### src/rtl/paint_pkg.sv
// Shared types and screen geometry for the paint request arbiter.
package paint_pkg;

    localparam int H_ACTIVE = 1280;
    localparam int V_ACTIVE = 720;

    typedef struct packed {
        logic [10:0] hcount;
        logic [9:0]  vcount;
        logic [15:0] radius;
    } paint_req_t;

    typedef enum logic [1:0] {
        IDLE,
        ISSUE,
        WAIT_ACCEPT,
        WAIT_DONE
    } arb_state_t;

endpackage

### src/rtl/paint_req_fifo.sv
// Synchronous FIFO of circle requests; one instance per requester.
module paint_req_fifo
    import paint_pkg::*;
#(
    parameter int FIFO_DEPTH = 4
) (
    input  logic       clk_in,
    input  logic       rst_n_in,
    input  logic       push,
    input  paint_req_t push_data,
    input  logic       pop,
    output paint_req_t head,
    output logic       empty,
    output logic       full
);

    localparam int AW = $clog2(FIFO_DEPTH);

    logic [AW:0] wr_ptr;
    logic [AW:0] rd_ptr;
    paint_req_t  mem [FIFO_DEPTH];
    logic        push_en;
    logic        pop_en;

    // Extra pointer MSB distinguishes full from empty when the indices match.
    assign empty   = (wr_ptr == rd_ptr);
    assign full    = (wr_ptr[AW] != rd_ptr[AW]) && (wr_ptr[AW-1:0] == rd_ptr[AW-1:0]);
    assign push_en = push && !full;
    assign pop_en  = pop && !empty;
    assign head    = mem[rd_ptr[AW-1:0]];

    always_ff @(posedge clk_in or negedge rst_n_in) begin
        if (!rst_n_in) begin
            wr_ptr <= '0;
            rd_ptr <= '0;
        end else begin
            if (push_en) wr_ptr <= wr_ptr + 1'b1;
            if (pop_en)  rd_ptr <= rd_ptr + 1'b1;
        end
    end

    always_ff @(posedge clk_in) begin
        if (push_en) mem[wr_ptr[AW-1:0]] <= push_data;
    end

endmodule

### src/rtl/paint_arbiter.sv
// Two-requester round-robin arbiter feeding a circle painter.
// Optional request clipping and drop counting enabled by `define PAINT_ARB_CLIP_EN.
module paint_arbiter
    import paint_pkg::*;
#(
    parameter int FIFO_DEPTH = 4,
    parameter int MAX_RADIUS = 64
) (
    input  logic             clk_in,
    input  logic             rst_n_in,
    input  logic [1:0]       req_valid_in,
    output logic [1:0]       req_ready_out,
    input  logic [1:0][10:0] req_hcount_in,
    input  logic [1:0][9:0]  req_vcount_in,
    input  logic [1:0][15:0] req_radius_in,
    output logic             paint_valid_out,
    output logic [10:0]      paint_hcount_out,
    output logic [9:0]       paint_vcount_out,
    output logic [16:0]      paint_radius_out,
    input  logic             paint_ready_in,
    output logic             busy_out,
    output logic [15:0]      drop_count_out
);

    paint_req_t head [2];
    logic [1:0] fifo_empty;
    logic [1:0] fifo_full;
    logic [1:0] pop;

    arb_state_t state;
    arb_state_t state_nxt;
    logic       last_grant;
    logic       grant_sel;
    logic       any_pending;
    logic       load_out;
    logic       reject;
    paint_req_t sel_req;
    paint_req_t out_req_p1;

    for (genvar i = 0; i < 2; i++) begin : g_req
        paint_req_t push_req;

        assign push_req = '{hcount: req_hcount_in[i],
                            vcount: req_vcount_in[i],
                            radius: req_radius_in[i]};

        paint_req_fifo #(
            .FIFO_DEPTH (FIFO_DEPTH)
        ) u_fifo (
            .clk_in    (clk_in),
            .rst_n_in  (rst_n_in),
            .push      (req_valid_in[i]),
            .push_data (push_req),
            .pop       (pop[i]),
            .head      (head[i]),
            .empty     (fifo_empty[i]),
            .full      (fifo_full[i])
        );
    end

    assign req_ready_out = ~fifo_full;
    assign any_pending   = (fifo_empty != 2'b11);

    // Tie goes to the requester not granted last; otherwise the only non-empty one.
    assign grant_sel = (fifo_empty == 2'b00) ? ~last_grant : fifo_empty[0];
    assign sel_req   = head[grant_sel];

`ifdef PAINT_ARB_CLIP_EN
    function automatic logic clip_reject(input paint_req_t r);
        logic [16:0] h;
        logic [16:0] v;
        logic [16:0] rad;
        h   = {6'd0, r.hcount};
        v   = {7'd0, r.vcount};
        rad = {1'b0, r.radius};
        return (rad > 17'(MAX_RADIUS)) || (h < rad) || (v < rad) ||
               (h + rad > 17'(H_ACTIVE - 1)) || (v + rad > 17'(V_ACTIVE - 1));
    endfunction

    function automatic logic [15:0] sat_inc(input logic [15:0] c);
        return (c == 16'hFFFF) ? c : c + 16'd1;
    endfunction

    logic [15:0] drop_cnt;

    assign reject = clip_reject(sel_req);

    always_ff @(posedge clk_in or negedge rst_n_in) begin
        if (!rst_n_in) begin
            drop_cnt <= '0;
        end else if ((pop != 2'b00) && reject) begin
            drop_cnt <= sat_inc(drop_cnt);
        end
    end

    assign drop_count_out = drop_cnt;
`else
    logic [31:0] unused_max_radius;

    assign unused_max_radius = 32'(MAX_RADIUS);
    assign reject            = 1'b0;
    assign drop_count_out    = '0;
`endif

    always_comb begin
        state_nxt = state;
        pop       = 2'b00;
        load_out  = 1'b0;
        case (state)
            IDLE: begin
                if (paint_ready_in && any_pending) begin
                    pop[grant_sel] = 1'b1;
                    if (!reject) begin
                        load_out  = 1'b1;
                        state_nxt = ISSUE;
                    end
                end
            end
            ISSUE:       state_nxt = WAIT_ACCEPT;
            WAIT_ACCEPT: if (!paint_ready_in) state_nxt = WAIT_DONE;
            WAIT_DONE:   if (paint_ready_in)  state_nxt = IDLE;
            default:     state_nxt = IDLE;
        endcase
    end

    // Grant stage: popped head captured into the output register.
    always_ff @(posedge clk_in or negedge rst_n_in) begin
        if (!rst_n_in) begin
            state      <= IDLE;
            last_grant <= 1'b1;
            out_req_p1 <= '0;
        end else begin
            state <= state_nxt;
            if (pop != 2'b00) last_grant <= grant_sel;
            if (load_out)     out_req_p1 <= sel_req;
        end
    end

    assign paint_valid_out  = (state == ISSUE);
    assign busy_out         = (state != IDLE);
    assign paint_hcount_out = out_req_p1.hcount;
    assign paint_vcount_out = out_req_p1.vcount;
    assign paint_radius_out = {1'b0, out_req_p1.radius};

endmodule

### config.mk
export PLATFORM = sky130hd
export DESIGN_NAME = paint_arbiter
export DESIGN_NICKNAME = d
export VERILOG_FILES = /design/src/rtl/paint_pkg.sv /design/src/rtl/paint_req_fifo.sv /design/src/rtl/paint_arbiter.sv
export SDC_FILE = /design/constraint.sdc
export NUM_CORES = 1
export LEC_CHECK = 0
export CAP_MARGIN = 20
export CORE_ASPECT_RATIO = 0.75
export CORE_UTILIZATION = 60
export DETAILED_ROUTE_END_ITERATION = 7
export PLACE_DENSITY = 0.89
export SLEW_MARGIN = 40
export SYNTH_ARGS = -nofsm -noshare
export SYNTH_HDL_FRONTEND = slang
export SYNTH_SLANG_ARGS = --single-unit
export TNS_END_PERCENT = 30
### constraint.sdc
create_clock -name clk_in -period 6.1 [get_ports clk_in]
set_clock_uncertainty 0.05 [all_clocks]
set_input_delay 1.22 -clock clk_in [delete_from_list [all_inputs] [get_ports clk_in]]
set_output_delay 1.22 -clock clk_in [all_outputs]
set_load 0.005 [all_outputs]
==> impl_metrics.toml, run 1 <==
[status]
status = "finished, final reports clean"

[synthesis]
yosys_warnings = 0
synthCells = 710
syn_area_mm2 = 0.0137
synth.distinct_cells = 36
yosysSeqAreaShare_pct = 74.5
avgSynthCellArea_um2 = 19.3
synth-seq-cells = 348

[sta]
max_freq_mhz = 281
rsz0062_at_grt = "false"
tightest_slew_ns = 0.767
hold_viol_final = 0
period_minus_slack_ns = 3.56
fin_setup_tns_ns = 0
relSlewSlack_pct = 48.9
setup_viol = 0
fin_crit_sh_pct = 58.4
maxSlewViolCount = 0

[global_routing]
grt_busiest_layer = "met2"
grt_use_met3_pct = 4.97
grt_pass1_wl_um = 42600
grt.overflow.total = 0
grt_pass1_vias = 7415
antenna_found_initial = 1
use_met1_pct = 33.8
met2_usage_pct = 40.8
grt_max_degree = 53
grt_use_total_pct = 25.0

[setup_path]
timing.rr.end = "g_req[0].u_fifo.mem[1][36]$_DFFE_PP_"
critPathArrivalTime_ns = 2.29
r2r-start = "g_req[0].u_fifo.rd_ptr[0]$_DFFE_PN0P_"
cp-start-kind = "flop"
r2r_setup_slack_ns = 3.00
cp_max_fo = 21
r2r_cells = 4
cp-end-kind = "output pin"
worstPathRequired_ns = 4.83
critPathKind = "flop to output pin"

[clock_network]
hold_buffers = 0
clock-root-buffer = "clkbuf_16"
post-cts-setup-buffers = 0
cts_buffers = 34
cts-htree-levels = 2
worstSkewPairLatency_ns = 0.50
cts-resized-gates = 0
cts_tree = "yes"
ctsLongestPathBuffers = 3
clk_pin_slew_ns = 0.06
cts_sinks = 348

[layout]
post_route_cells_drive_above_1_share_pct = 18.5
area_growth_pct = 19.3
nets = 935
layout_commonest_cell = "edfxtp_1"
multi_input_area_mm2 = 0.00308
fin_util_pct = 73.4
fillers = 1238
n_antenna_cell = 0
final_cell_mix = "edfxtp_1 (296), clkdlybuf4s50_1 (118), nand3_1 (82)"
seq_area_mm2 = 0.0102

[pwr]
powerDensity_mw_per_mm2 = 510
ir_drop_uv = 294
p_leak_nw = 5.55

[worst_hold_path]
hold_start = "g_req[0].u_fifo.wr_ptr[2]$_DFFE_PN0P_"
min_path_cells = 1
hold_path.class = "flop to flop"
min_to = "g_req[0].u_fifo.wr_ptr[2]$_DFFE_PN0P_"

[placed_design]
gp_congestion = 0.859
portBuffers = 119
dpl.hpwl_um = 17400

[floorplanning]
core_area_mm2 = 0.0222
die-area_mm2 = 0.0234
start_util_pct = 61.5
io_pins = 137
die_w_um = 176
rows = 47
die_h_um = 133

[routing]
drc = 0
vias = 7098
wl_per_cell_um = 24.2
viasPerCell = 6.11
dr.pass1.iters = 6
ant_nets = 0
drt-initial-drc-count = 753
finalWirelength_um = 28100

[run]
drv_cap = 0
==> where the power goes <==
group	internal, W	switching (W)	leakage [nW]
Clock	0.00128	0.000863	0.568
Combinational	0.00118	0.00139	1.64
Sequential	0.00327	0.000342	3.34
Total	0.00572	0.00260	5.55
==> area by class of cell <==
class                      count  share of cell area [%]
clock buffer                  48                    6.16
sequential                   348                    62.5
timing repair buffer         134                    8.26
tap                          294                    2.26
clock inverter                13                   0.913
multi-input combinational    279                    18.9
inverter                      45                    1.04
==> cell families (layout without fill, tap and decap cells) <==
family / count (synthesis) / after routing / synth area share, %
flip-flops: 348 / 348 / 74.5
multiplexers: 76 / 76 / 12.4
buffers and inverters: 99 / 240 / 3.85
AND/OR/NAND/NOR: 102 / 102 / 3.83
other: 1 / 17 / 0.0274
adder cells (fa/ha/maj): 14 / 14 / 1.28
XOR/XNOR: 18 / 18 / 1.26
AO/OA/AOI/OAI: 52 / 52 / 2.86
==> layer usage <==
metal,share of wire [%],vias up
met5,0.046,-
met2,50,377
li1,-,3038
met1,38,3611
met4,3.3,2
met3,8.7,70
==> synthesized netlist by cell type <==
| library cell | count | area, um^2 |
|---|---|---|
| xnor2_2 | 2 | 32.5 |
| edfxtp_1 | 296 | 8890 |
| mux2_1 | 1 | 11.3 |
| o31a_1 | 1 | 8.76 |
| a31oi_1 | 2 | 12.5 |
| o211ai_1 | 38 | 285 |
| a21oi_1 | 1 | 5.00 |
| dfstp_2 | 1 | 26.3 |
| a31o_2 | 1 | 8.76 |
| buf_1 | 1 | 3.75 |
| and2_1 | 8 | 50.1 |
| nand2_1 | 5 | 18.8 |
| nand3_1 | 82 | 410 |
| mux2_2 | 1 | 11.3 |
| xor2_1 | 6 | 52.6 |
| buf_2 | 16 | 80.1 |
| mux4_2 | 74 | 1670 |
| xnor2_1 | 10 | 87.6 |
| o21a_1 | 1 | 7.51 |
| nor2b_1 | 2 | 12.5 |
| nor3_2 | 1 | 10.0 |
| buf_6 | 4 | 45.0 |
| clkbuf_1 | 5 | 18.8 |
| a21oi_2 | 1 | 8.76 |
| buf_4 | 28 | 210 |
| nor3_1 | 2 | 10.0 |
| o21ai_0 | 4 | 20.0 |
| inv_1 | 45 | 169 |
| ha_1 | 14 | 175 |
| o31ai_2 | 1 | 12.5 |
| nand4_1 | 1 | 6.26 |
| a31oi_2 | 1 | 12.5 |
| dfrtp_1 | 51 | 1280 |
| conb_1 | 1 | 3.75 |
| o311ai_0 | 1 | 8.76 |
| and3_1 | 1 | 6.26 |
==> state kept, by name, summed over array words and instances, names as in the netlist <==
signal,flops
paint_radius_out,16
g_req.u_fifo.mem,296
state,2
last_grant,1
paint_vcount_out,10
g_req.u_fifo.rd_ptr,6
paint_hcount_out,11
g_req.u_fifo.wr_ptr,6
==> stage by stage <==
step                hold slack (ns)  total power, W  instance area, um^2  cells  setup WS, ns
detailed placement            0.470         0.00618                15100   1100          2.51
floorplan                     0.448         0.00521                13700    726          3.17
finish                        0.478         0.00832                16300   1161          2.54
CTS                           0.482         0.00836                16300   1161          2.48
global route                  0.510         0.00867                16300   1161          2.38
global placement              0.461         0.00600                15100   1097          2.44
==> critical path, stage by stage (launching register included) <==
cell,delay (ns)
dfrtp_2,0.82
xnor2_1,0.27
nand3_1,0.18
clkdlybuf4s50_1,0.52
==> how the worst max path moves through the flow <==
stage	startpoint	depth (start not counted)	endpoint
after floorplan	req_valid_in[1]	3	g_req[1].u_fifo.mem[3][0]$_DFFE_PP_
after global placement	req_valid_in[0]	4	g_req[0].u_fifo.mem[2][11]$_DFFE_PP_
after detailed placement	req_valid_in[1]	5	g_req[1].u_fifo.mem[0][11]$_DFFE_PP_
after CTS	g_req[0].u_fifo.rd_ptr[0]$_DFFE_PN0P_	3	req_ready_out[0]
after global routing	g_req[0].u_fifo.rd_ptr[0]$_DFFE_PN0P_	3	req_ready_out[0]
final	g_req[0].u_fifo.rd_ptr[0]$_DFFE_PN0P_	3	req_ready_out[0]
Power figures use the tool's default switching activity.
==> inputs of run 2 (changes only) <==
--- a/config.mk
+++ b/config.mk
@@ -7,9 +7,9 @@
 export LEC_CHECK = 0
 export CAP_MARGIN = 20
 export CORE_ASPECT_RATIO = 0.75
-export CORE_UTILIZATION = 60
+export CORE_UTILIZATION = 51
 export DETAILED_ROUTE_END_ITERATION = 7
-export PLACE_DENSITY = 0.89
+export PLACE_DENSITY = 0.81
 export SLEW_MARGIN = 40
 export SYNTH_ARGS = -nofsm -noshare
 export SYNTH_HDL_FRONTEND = slang
==> constraint.sdc (replaced) <==
create_clock -name clk_in -period 3.1 [get_ports clk_in]
set_clock_uncertainty 0.05 [all_clocks]
set_input_delay 0.62 -clock clk_in [delete_from_list [all_inputs] [get_ports clk_in]]
set_output_delay 0.62 -clock clk_in [all_outputs]
set_load 0.005 [all_outputs]
==> run 2 against run 1 <==
Net effect:
- highest routed layer is now met4
- critical endpoint unchanged
- via count fell by 3.0%
- clock power is 78% higher
- first-iteration DRC count shrank 20%
- power grew 90%
- utilization shrank 11 points
- the run now ends with negative hold slack left
- register-to-register slack got worse by 2.1 ns
- routed wire length is 3.7% lower
- sequential power rose by 93%
- largest cell class unchanged
==> impl_metrics.toml, run 2 (synthesis results as in run 1) <==
[layout]
final_cell_mix = "edfxtp_1 (296), clkdlybuf4s50_1 (118), nand3_1 (82)"
n_antenna_cell = 0
layout_commonest_cell = "edfxtp_1"
nets = 945
area_growth_pct = 19.3
finalNonFillerCells = 1220
post_route_cells_drive_above_1_share_pct = 19.4
largest_reg_flops = 296

[sta]
fin_setup_tns_ns = 0
relSlewSlack_pct = 51.3
maxSlewViolCount = 0
period_minus_slack_ns = 2.74
whs_ns = -0.00817
setup_viol = 0
rsz0062_at_grt = "false"
fin_crit_sh_pct = 88.4
setup_ws_ns = 0.359
hold_viol_final = 9
tightest_slew_ns = 0.730
max_freq_mhz = 365

[pwr]
powerDensity_mw_per_mm2 = 972
combPwrFrac_pct = 32.2
p_sw_share_pct = 30.9
p_clk_share_pct = 24.0
p_leak_nw = 5.56
p_int_w = 0.0110
ir_drop_uv = 619
power_w = 0.0158
p_seq_share_pct = 43.8
netSwitchingPower_w = 0.00490

[floorplanning]
die-area_mm2 = 0.0275
rows = 51
io_pins = 137
die_h_um = 144
die_w_um = 191
start_util_pct = 52.3
core_area_mm2 = 0.0262

[routing]
drc = 0
finalWirelength_um = 27100
dr.pass1.iters = 5
vias = 6886
ant_nets = 0
drt-initial-drc-count = 602
wl_per_cell_um = 22.2
viasPerCell = 5.64

[clock_network]
ctsLongestPathBuffers = 3
post-cts-setup-buffers = 0
cts-resized-gates = 0
worstSkewPairLatency_ns = 0.55
cts_tree = "yes"
clk_pin_slew_ns = 0.06
hold_buffers = 0
clock-root-buffer = "clkbuf_16"
cts_sinks = 348
cts-htree-levels = 1
cts_buffers = 31

[global_routing]
antenna_found_initial = 0
grt.overflow.total = 0
grt_busiest_layer = "met2"
grt_use_total_pct = 20.0
use_met1_pct = 27.9
grt_max_degree = 40
grt_pass1_wl_um = 40800
met2_usage_pct = 33.1
grt_use_met3_pct = 3.37
grt_pass1_vias = 7096

[setup_path]
worstSetupStartpoint = "g_req[0].u_fifo.rd_ptr[1]$_DFFE_PN0P_"
r2r_setup_slack_ns = 0.92
critPathCapture = "req_ready_out[0]"
cp-end-kind = "output pin"
r2r-start = "g_req[0].u_fifo.rd_ptr[0]$_DFFE_PN0P_"
cp-start-kind = "flop"
r2r_cells = 4
critPathArrivalTime_ns = 2.07
worstPathRequired_ns = 2.43
critPathKind = "flop to output pin"
cp_max_fo = 5
timing.rr.end = "paint_radius_out[10]$_DFFE_PN0P_"

[placed_design]
dp_slack_ns = 0.704
place_inst = 1163
gp_congestion = 0.875
portBuffers = 119
dpl.hpwl_um = 17400

[status]
violations = "negative hold slack"
status = "complete, but fails checks"

[run]
drv_cap = 0

[worst_hold_path]
hold_path.class = "input pin to async pin"
run 2: changes by cell type in the layout (fill, tap and decap cells not counted), moves of 3 or more:
| cell | delta |
|---|---|
| clkinv_1 | -3 |
| clkbuf_8 | +3 |
| bufinv_16 | -3 |
| clkinv_2 | +4 |
| buf_4 | +15 |
run 2: cell type report:
type,count,area (um^2)
Sequential cell,348,10200
Fill cell,1846,9850
Multi-Input combinational cell,279,3060
Timing Repair Buffer,147,1420
Clock buffer,49,996
Tap cell,344,430
Inverter,45,169
Clock inverter,8,40.0
run 2: how the worst min path moves through the flow:
stage / startpoint / end / slack, ns / cells past startpoint
floorplan: rst_n_in / g_req[0].u_fifo.rd_ptr[0]$_DFFE_PN0P_ / 0.27 / 0
CTS: rst_n_in / paint_hcount_out[4]$_DFFE_PN0P_ / 0.007 / 1
detailed placement: g_req[1].u_fifo.rd_ptr[2]$_DFFE_PN0P_ / g_req[1].u_fifo.rd_ptr[2]$_DFFE_PN0P_ / 0.47 / 1
global placement: g_req[0].u_fifo.wr_ptr[2]$_DFFE_PN0P_ / g_req[0].u_fifo.wr_ptr[2]$_DFFE_PN0P_ / 0.47 / 1
global route: rst_n_in / paint_hcount_out[3]$_DFFE_PN0P_ / 0.03 / 1
finish: rst_n_in / paint_radius_out[2]$_DFFE_PN0P_ / -0.008 / 1
run 2: power by group through the flow:
stage / combinational, W / sequential (W) / clock [W]
floorplan: 0.00337 / 0.00687 / 0
global placement: 0.00499 / 0.00695 / 0
detailed placement: 0.00512 / 0.00702 / 0
CTS: 0.00518 / 0.00695 / 0.00385
global route: 0.00553 / 0.00703 / 0.00403
finish: 0.00510 / 0.00695 / 0.00380
run 2: metal layers:
layer / vias to the layer above / routed length, um
met5: - / 0
met1: 3518 / 11200
met3: 49 / 1900
li1: 3063 / -
met4: 0 / 593
met2: 256 / 13400
run 2: critical path, stage by stage (launching register included):
cell	delay [ns]
dfrtp_1	0.46
xnor2_1	0.42
nand3_1	0.16
clkdlybuf4s50_1	0.49
run 2: metrics by stage:
step	cell area, um^2	util, %	hold WS, ns
after floorplan	13700	-	0.274
after global placement	15300	58.4	0.466
after detailed placement	15300	58.4	0.472
after CTS	16300	62.3	0.00719
after global routing	16300	62.3	0.0271
final	16300	62.3	-0.00817
==> inputs of run 3 (changes only) <==
--- a/config.mk
+++ b/config.mk
@@ -7,6 +7,7 @@
 export LEC_CHECK = 0
 export CAP_MARGIN = 20
 export CORE_ASPECT_RATIO = 0.75
+export CORE_MARGIN = 1
 export CORE_UTILIZATION = 51
 export DETAILED_ROUTE_END_ITERATION = 7
 export PLACE_DENSITY = 0.81
==> results of run 3 <==
Same layout as run 2: the final DEF is identical, and so are final timing and power.
